==> src/rtl/vbit_pkg.sv <==
// Shared definitions for the vector bitwise lane: op encodings, sequencer states
// and the VRF element address layout.
package vbit_pkg;

  localparam int VBIT_NUM_REGS = 32;
  localparam int VBIT_VLMAX    = 8;
  localparam int VBIT_REG_W    = $clog2(VBIT_NUM_REGS);
  localparam int VBIT_IDX_W    = $clog2(VBIT_VLMAX);

  localparam logic [1:0] OP_AND  = 2'b00;
  localparam logic [1:0] OP_OR   = 2'b01;
  localparam logic [1:0] OP_XOR  = 2'b10;
  localparam logic [1:0] OP_RSVD = 2'b11;

  typedef enum logic [1:0] {
    IDLE  = 2'd0,
    RUN   = 2'd1,
    DRAIN = 2'd2,
    DONE  = 2'd3
  } state_t;

  // VRF element address: register number in the upper bits, element index below.
  typedef struct packed {
    logic [VBIT_REG_W-1:0] vreg;
    logic [VBIT_IDX_W-1:0] idx;
  } vrf_addr_t;

endpackage

==> src/rtl/bitwise_operation_unit.sv <==
// 32-bit combinational bitwise unit shared by the bitwise lane.
// The reserved opcode produces an all-zero result.
module bitwise_operation_unit
  import vbit_pkg::*;
#(
  parameter int DATA_W = 32
) (
  input  logic [DATA_W-1:0] a,
  input  logic [DATA_W-1:0] b,
  input  logic [1:0]        op,
  output logic [DATA_W-1:0] y
);

  always_comb begin
    y = '0;
    case (op)
      OP_AND:  y = a & b;
      OP_OR:   y = a | b;
      OP_XOR:  y = a ^ b;
      default: y = '0;
    endcase
  end

endmodule

==> src/rtl/vbitwise_seq_ctrl.sv <==
// Element-by-element sequencer for vand/vor/vxor over the lane's VRF ports.
// Optional build macro VBIT_MASK_EN adds a per-element write mask latched at accept.
module vbitwise_seq_ctrl
  import vbit_pkg::*;
#(
  parameter int NUM_REGS = VBIT_NUM_REGS,
  parameter int VLMAX    = VBIT_VLMAX,
  parameter int DATA_W   = 32,
  parameter int REG_W    = $clog2(NUM_REGS),
  parameter int IDX_W    = $clog2(VLMAX),
  parameter int CNT_W    = IDX_W + 1
) (
  input  logic                   clk,
  input  logic                   rst_n,
`ifdef VBIT_MASK_EN
  input  logic [VLMAX-1:0]       mask,
`endif
  input  logic                   cmd_valid,
  output logic                   cmd_ready,
  input  logic [1:0]             cmd_op,
  input  logic [REG_W-1:0]       cmd_vs1,
  input  logic [REG_W-1:0]       cmd_vs2,
  input  logic [REG_W-1:0]       cmd_vd,
  input  logic [CNT_W-1:0]       cmd_vl,
  output logic                   rd_en,
  output logic [REG_W+IDX_W-1:0] rd_addr_a,
  output logic [REG_W+IDX_W-1:0] rd_addr_b,
  input  logic [DATA_W-1:0]      rd_data_a,
  input  logic [DATA_W-1:0]      rd_data_b,
  output logic                   wr_en,
  output logic [REG_W+IDX_W-1:0] wr_addr,
  output logic [DATA_W-1:0]      wr_data,
  output logic                   busy,
  output logic                   done
);

  state_t             state;
  logic [1:0]         op_q;
  logic [REG_W-1:0]   vs1_q;
  logic [REG_W-1:0]   vs2_q;
  logic [REG_W-1:0]   vd_q;
  logic [CNT_W-1:0]   vl_q;
  logic [IDX_W-1:0]   ri;
  logic [VLMAX-1:0]   mask_q;
  logic               vld_p1;
  logic [IDX_W-1:0]   wr_idx_p1;
  logic [CNT_W-1:0]   eff_vl;
  logic [VLMAX-1:0]   mask_in;
  logic [DATA_W-1:0]  unit_y;

  assign eff_vl = (cmd_vl > CNT_W'(VLMAX)) ? CNT_W'(VLMAX) : cmd_vl;

`ifdef VBIT_MASK_EN
  assign mask_in = mask;
`else
  assign mask_in = '1;
`endif

  // Stage p0: sequencer issues reads at index ri
  always_ff @(posedge clk or negedge rst_n) begin
    if (!rst_n) begin
      state     <= IDLE;
      cmd_ready <= 1'b1;
      busy      <= 1'b0;
      done      <= 1'b0;
      rd_en     <= 1'b0;
      ri        <= '0;
      op_q      <= '0;
      vs1_q     <= '0;
      vs2_q     <= '0;
      vd_q      <= '0;
      vl_q      <= '0;
      mask_q    <= '0;
      vld_p1    <= 1'b0;
      wr_idx_p1 <= '0;
    end else begin
      vld_p1    <= rd_en & mask_q[ri];
      wr_idx_p1 <= ri;
      done      <= 1'b0;
      case (state)
        IDLE: begin
          if (cmd_valid) begin
            op_q      <= cmd_op;
            vs1_q     <= cmd_vs1;
            vs2_q     <= cmd_vs2;
            vd_q      <= cmd_vd;
            vl_q      <= eff_vl;
            mask_q    <= mask_in;
            ri        <= '0;
            cmd_ready <= 1'b0;
            busy      <= 1'b1;
            if (eff_vl == '0) begin
              state <= DONE;
              done  <= 1'b1;
            end else begin
              state <= RUN;
              rd_en <= 1'b1;
            end
          end
        end
        RUN: begin
          if ({1'b0, ri} == vl_q - CNT_W'(1)) begin
            state <= DRAIN;
            rd_en <= 1'b0;
          end else begin
            ri <= ri + IDX_W'(1);
          end
        end
        DRAIN: begin
          state <= DONE;
          done  <= 1'b1;
        end
        DONE: begin
          state     <= IDLE;
          busy      <= 1'b0;
          cmd_ready <= 1'b1;
        end
        default: state <= IDLE;
      endcase
    end
  end

  assign rd_addr_a = {vs1_q, ri};
  assign rd_addr_b = {vs2_q, ri};

  // Stage p1: read data returns, result written back at the tracked index
  bitwise_operation_unit #(
    .DATA_W(DATA_W)
  ) u_bitwise_unit (
    .a  (rd_data_a),
    .b  (rd_data_b),
    .op (op_q),
    .y  (unit_y)
  );

  assign wr_en   = vld_p1;
  assign wr_addr = {vd_q, wr_idx_p1};
  assign wr_data = vld_p1 ? unit_y : '0;

endmodule

==> config.mk <==
export PLATFORM = sky130hd
export DESIGN_NAME = vbitwise_seq_ctrl
export DESIGN_NICKNAME = d
export VERILOG_FILES = /design/src/rtl/vbit_pkg.sv /design/src/rtl/bitwise_operation_unit.sv /design/src/rtl/vbitwise_seq_ctrl.sv
export SDC_FILE = /design/constraint.sdc
export NUM_CORES = 1
export LEC_CHECK = 0
export CAP_MARGIN = 10
export CORE_ASPECT_RATIO = 1.5
export CORE_MARGIN = 10
export CORE_UTILIZATION = 48
export CTS_BUF_LIST = sky130_fd_sc_hd__clkbuf_2 sky130_fd_sc_hd__clkbuf_4 sky130_fd_sc_hd__clkbuf_8
export CTS_CLUSTER_SIZE = 14
export DETAILED_ROUTE_END_ITERATION = 10
export HOLD_SLACK_MARGIN = 0.1
export MAX_ROUTING_LAYER = met4
export PLACE_DENSITY = 0.95
export SYNTH_ARGS = -nofsm -noshare
export SYNTH_HDL_FRONTEND = slang
export SYNTH_SLANG_ARGS = --single-unit
==> constraint.sdc <==
create_clock -name clk -period 4.2 [get_ports clk]
set_input_delay 0.63 -clock clk [delete_from_list [all_inputs] [get_ports clk]]
set_output_delay 0.63 -clock clk [all_outputs]
set_load 0.1 [all_outputs]
* Yosys cells after proc, flatten, opt, wreduce, memory -nomap -nowiden
Index checks and enable logic that the tools add are counted.
Storage, ports and cells: logic and storage cells 65, bits in read-only memories 0, memories 0, memory bits (writable) 0, latch bits 0, register bits 35, output and inout bits 61
Cells by class: divide/modulo/power cells 0, order comparisons 2, shift operators 0, equal/unequal tests 10, reduce and logical (&&, ||, !) cells 10, add/sub/neg operators 2, bitwise logic cells 4, multiply operators 0, muxes and demuxes 23
Operators by type and width (count):
- $pmux 32 s3 | 1
- $and 32x32->32 | 1
- $mux 32 | 1
- $or 32x32->32 | 1
- $xor 32x32->32 | 1
- $mux 1 | 8
- $ne 2x2->1 const B | 4
- $pmux 1 s2 | 4
- $pmux 2 s4 | 1
- $eq 2x2->1 const B | 3
- $mux 2 | 3
- $mux 3 | 2
- $pmux 3 s2 | 1
- $reduce_and 2->1 | 3
- $eq 2x1->1 const B | 2
- $eq 3x4->1 | 1
- $gt 4x4->1 const B | 1
- $logic_not 2->1 | 2
- $logic_not 4->1 | 1
- $lt 3x4->1 const B | 1
- $mux 4 | 1
- $reduce_and 4->1 | 1
- $reduce_bool 2->1 | 2
- $sub 4x1->4 const B | 1
- other kinds (4) | 4

* Depth between registers and ports, before layout
depth after elaboration 6, mapped depth 8

* By module
From an unflattened synthesis, not the netlist that was laid out.
Unflattened totals: cell total of the unflattened synthesis 375, area total of the unflattened synthesis 3512.1 um^2
Modules (own cells, without submodules):
- vbitwise_seq_ctrl | area each 1820.5 um^2, cells an instance 171, instances 1, seq. area each 877.1 um^2
- bitwise_operation_unit | area each 1691.6 um^2, cells an instance 204, instances 1, seq. area each 0.0 um^2

* Worst setup path before layout
Ideal clock, no wire load.
path kind register to output, start register vld_p1 (netlist: wr_en), end output port wr_data[10], buffers on the path 1, arrival time 1984 ps, path slack 1586 ps, stages on the path, launching flop included 3, cells stage by stage dfrtp_1 clkbuf_1 and2_1
Between the ends: word-level cells in the longest chain between the ends 1
RTL lines:
- start, declared | RTL line vbitwise_seq_ctrl.sv:45 | logic vld_p1;
- start signal, assigned | RTL line vbitwise_seq_ctrl.sv:77 | vld_p1 <= rd_en & mask_q[ri];
- $mux 32 | RTL line vbitwise_seq_ctrl.sv:138 | assign wr_data = vld_p1 ? unit_y : '0;
- end, declared | RTL line vbitwise_seq_ctrl.sv:32 | output logic [DATA_W-1:0] wr_data,
No other way between the ends.

* Final worst setup path
start input port rd_data_a[26], end output port wr_data[26]
Between the ends: word-level cells in the longest chain between the ends 3, elaborated cells between the ends (all ways) 5
RTL lines:
- start, declared | RTL line vbitwise_seq_ctrl.sv:28 | input logic [DATA_W-1:0] rd_data_a,
- $xor 32x32->32, or another cell as far along | RTL line bitwise_operation_unit.sv:19 | OP_XOR: y = a ^ b;
- $pmux 32 s3 (*) | RTL line bitwise_operation_unit.sv:16 | case (op)
- $mux 32 (*) | RTL line vbitwise_seq_ctrl.sv:138
Every way passes the cells marked *; elsewhere a longest branch is shown, timed or not.

==> impl_metrics.yaml <==
outcome:
  status: "complete, no violations"
placement:
  io_buffers: 148
  place.gp.congestion: 0.805
  pre_cts_slack_ns: 1.43
  post-dp-hpwl_um: 8240
timing:
  slew_viol_final: 0
  fmax_ghz: 0.360
  fin_skew_ns: 0.00618
  slew_headroom: 0.319
  holdWs_ns: 0.423
  finalHoldViolCount: 0
  tightest_slew_ns: 1.02
  fin_tns_setup_ns: 0
  rsz0062_at_grt: "no"
  fin_crit_sh: 0.662
  fin_crit_ns: 2.78
  finalWorstSetupSlack_ns: 1.42
  setup_viol: 0
synth:
  synthDistinctLibCells: 32
  yosysSeqAreaShare: 0.256
  synth_top_cell_area_share: 0.256
  syn-num-nets: 532
  synthTopCellsByCount: "71 x inv_1, 70 x ha_1, 36 x mux2i_1"
  synth_edf_count: 0
  syn_area_per_cell_um2: 9.16
  syn_area_um2: 3430
  synth_area_leader_cell: "ha_1"
  async_reset_ff_frac: 1.00
  synth_area_leaders: "ha_1 26%, dfrtp_1 25%, mux2i_1 11%, inv_1 7.8%, and2_1 6.2%"
  synthFlopType: "dfrtp_1"
  syn_inst: 374
  ys_warn_count: 0
  yosysMostFrequentCell: "inv_1"
  ys_seq_elements: 35
global_route:
  grt_overflow: 0
  grt_pass1_vias: 3158
  antenna_found_initial: 0
  gr-usage-all-layers: 0.182
  grt_max_degree: 36
  grt_pass1_wl_um: 15600
floorplanning:
  dieArea_um2: 11000
  start_util: 0.497
  die_w_um: 89.0
  core-area_um2: 6900
  io_pins: 149
  rows: 37
  fp.dieH_um: 123
job:
  maxCapViolCount: 0
clocking:
  cts_resized: 0
  cts_root_buf: "clkbuf_8"
  clkSinkCount: 35
  cts_buffers: 5
  clkSlewWorstSetupHoldPaths_ns: 0.06
  cts_tree: "built"
  cts.htree.levels: 2
  ctsHoldBuffers: 0
  clock_latency_ns: 0.28
  clockBufferDepth: 2
  cts_setup_buffers: 0
route:
  wl_um: 10100
  drc_errors: 0
  avgRoutedWirePerCell_um: 17.0
  viasPerCell: 5.25
  drt_iter0_markers: 75
  first_pass_iters: 4
  final_antenna_net_count: 0
  via_count: 3099
worst_hold_path:
  hold_class: "in2async"
worst_setup_path:
  arrival_ns: 2.15
  rr_startpoint: "state[0]"
  r2r_slack_ns: 1.95
  start_kind: "primary input"
  path_max_fanout: 2
  cp.required_ns: 3.57
  endpoint_kind: "primary output"
  r2r_end: "vd_q[2]"
  r2r_cells: 4
  critPathKind: "in2out"
final_layout:
  diodes: 0
  fillers: 502
  synthToLayoutAreaGrowth_pct: 44.2
  fin_nets: 669
  drive_gt1_frac: 0.133
flip-flops by register name (all words and copies together) (netlist names):
register,cells
vs1_q,5
vl_q,4
mask_q,1
ri,3
done,1
vd_q,5
rd_en,1
wr_en,1
cmd_ready,1
state,2
op_q,2
busy,1
wr_idx_p1,3
vs2_q,5
cells in the final DEF (no fill, tap or decap), drive strengths merged:
cell type	Yosys	final
and2	34	34
nand2	10	10
buf	12	37
o21ai	9	9
o211ai	3	3
inv	71	71
nand2b	7	7
o22ai	32	32
nor2b	1	1
nand4	1	1
a31o	1	1
dfstp	1	1
ha	70	70
dfrtp	34	34
clkinv	0	1
clkdlybuf4s50	0	115
clkbuf	10	7
mux2i	36	36
nor3b	1	1
nor3	1	1
a2bb2oi	2	2
mux2	18	18
nand3	2	2
a21oi	3	3
nor4	1	1
or3	2	2
xor2	2	2
o2111a	1	1
nor2	8	8
a41o	1	1
kinds of logic (layout without fill, tap and decap cells):
group | count (synthesis) | count (layout) | share of synthesized area
buffers and inverters | 93 | 231 | 0.107
adders and majority gates | 70 | 70 | 0.256
and+or+nand+nor | 68 | 68 | 0.111
muxes | 54 | 54 | 0.164
AOI/OAI and AO/OA | 52 | 52 | 0.100
DFF | 35 | 35 | 0.256
xor gates and xnor gates | 2 | 2 | 0.00511
how the worst max path moves through the flow:
stage                       end  slack (ns)          start
global route        wr_data[13]        1.33  rd_data_a[13]
global placement    wr_data[11]        1.50  rd_data_a[11]
finish              wr_data[26]        1.42  rd_data_a[26]
detailed placement  wr_data[13]        1.43  rd_data_a[13]
floorplan           wr_data[10]        1.59          wr_en
CTS                 wr_data[13]        1.42  rd_data_a[13]
metal layers:
| metal | global-route usage | routed length, um | up-vias |
|---|---|---|---|
| met2 | 0.340 | 5440 | 98 |
| met5 | - | 0 | - |
| met1 | 0.184 | 3710 | 1479 |
| li1 | - | - | 1509 |
| met3 | 0.0421 | 736 | 13 |
| met4 | 0.0439 | 172 | 0 |
critical path: stages:
cell             delay [ns]
clkdlybuf4s50_1        0.49
inv_1                  0.05
ha_1                   0.29
mux2i_1                0.18
o22ai_1                0.11
and2_1                 0.18
buf_4                  0.23
stage by stage:
stage / cells / util / cell area [um2]
2_1_floorplan: 374 / - / 3430
3_3_place_gp: 582 / 0.703 / 4850
3_5_place_dp: 582 / 0.703 / 4850
4_1_cts: 590 / 0.716 / 4940
5_1_grt: 590 / 0.716 / 4940
6_report: 590 / 0.716 / 4940
final cells by class:
type | instances | area, um2 | share of cell area
Clock buffer | 7 | 83.8 | 0.0170
Multi-Input combinational cell | 246 | 2180 | 0.442
Clock inverter | 1 | 5.00 | 0.00101
Timing Repair Buffer | 152 | 1430 | 0.289
Inverter | 71 | 267 | 0.0540
Sequential cell | 35 | 878 | 0.178
Tap cell | 78 | 97.6 | 0.0198
Power is left out: the tool's default activity adds up to more than one toggle a clock period on the data nets, which glitch-free logic cannot reach.
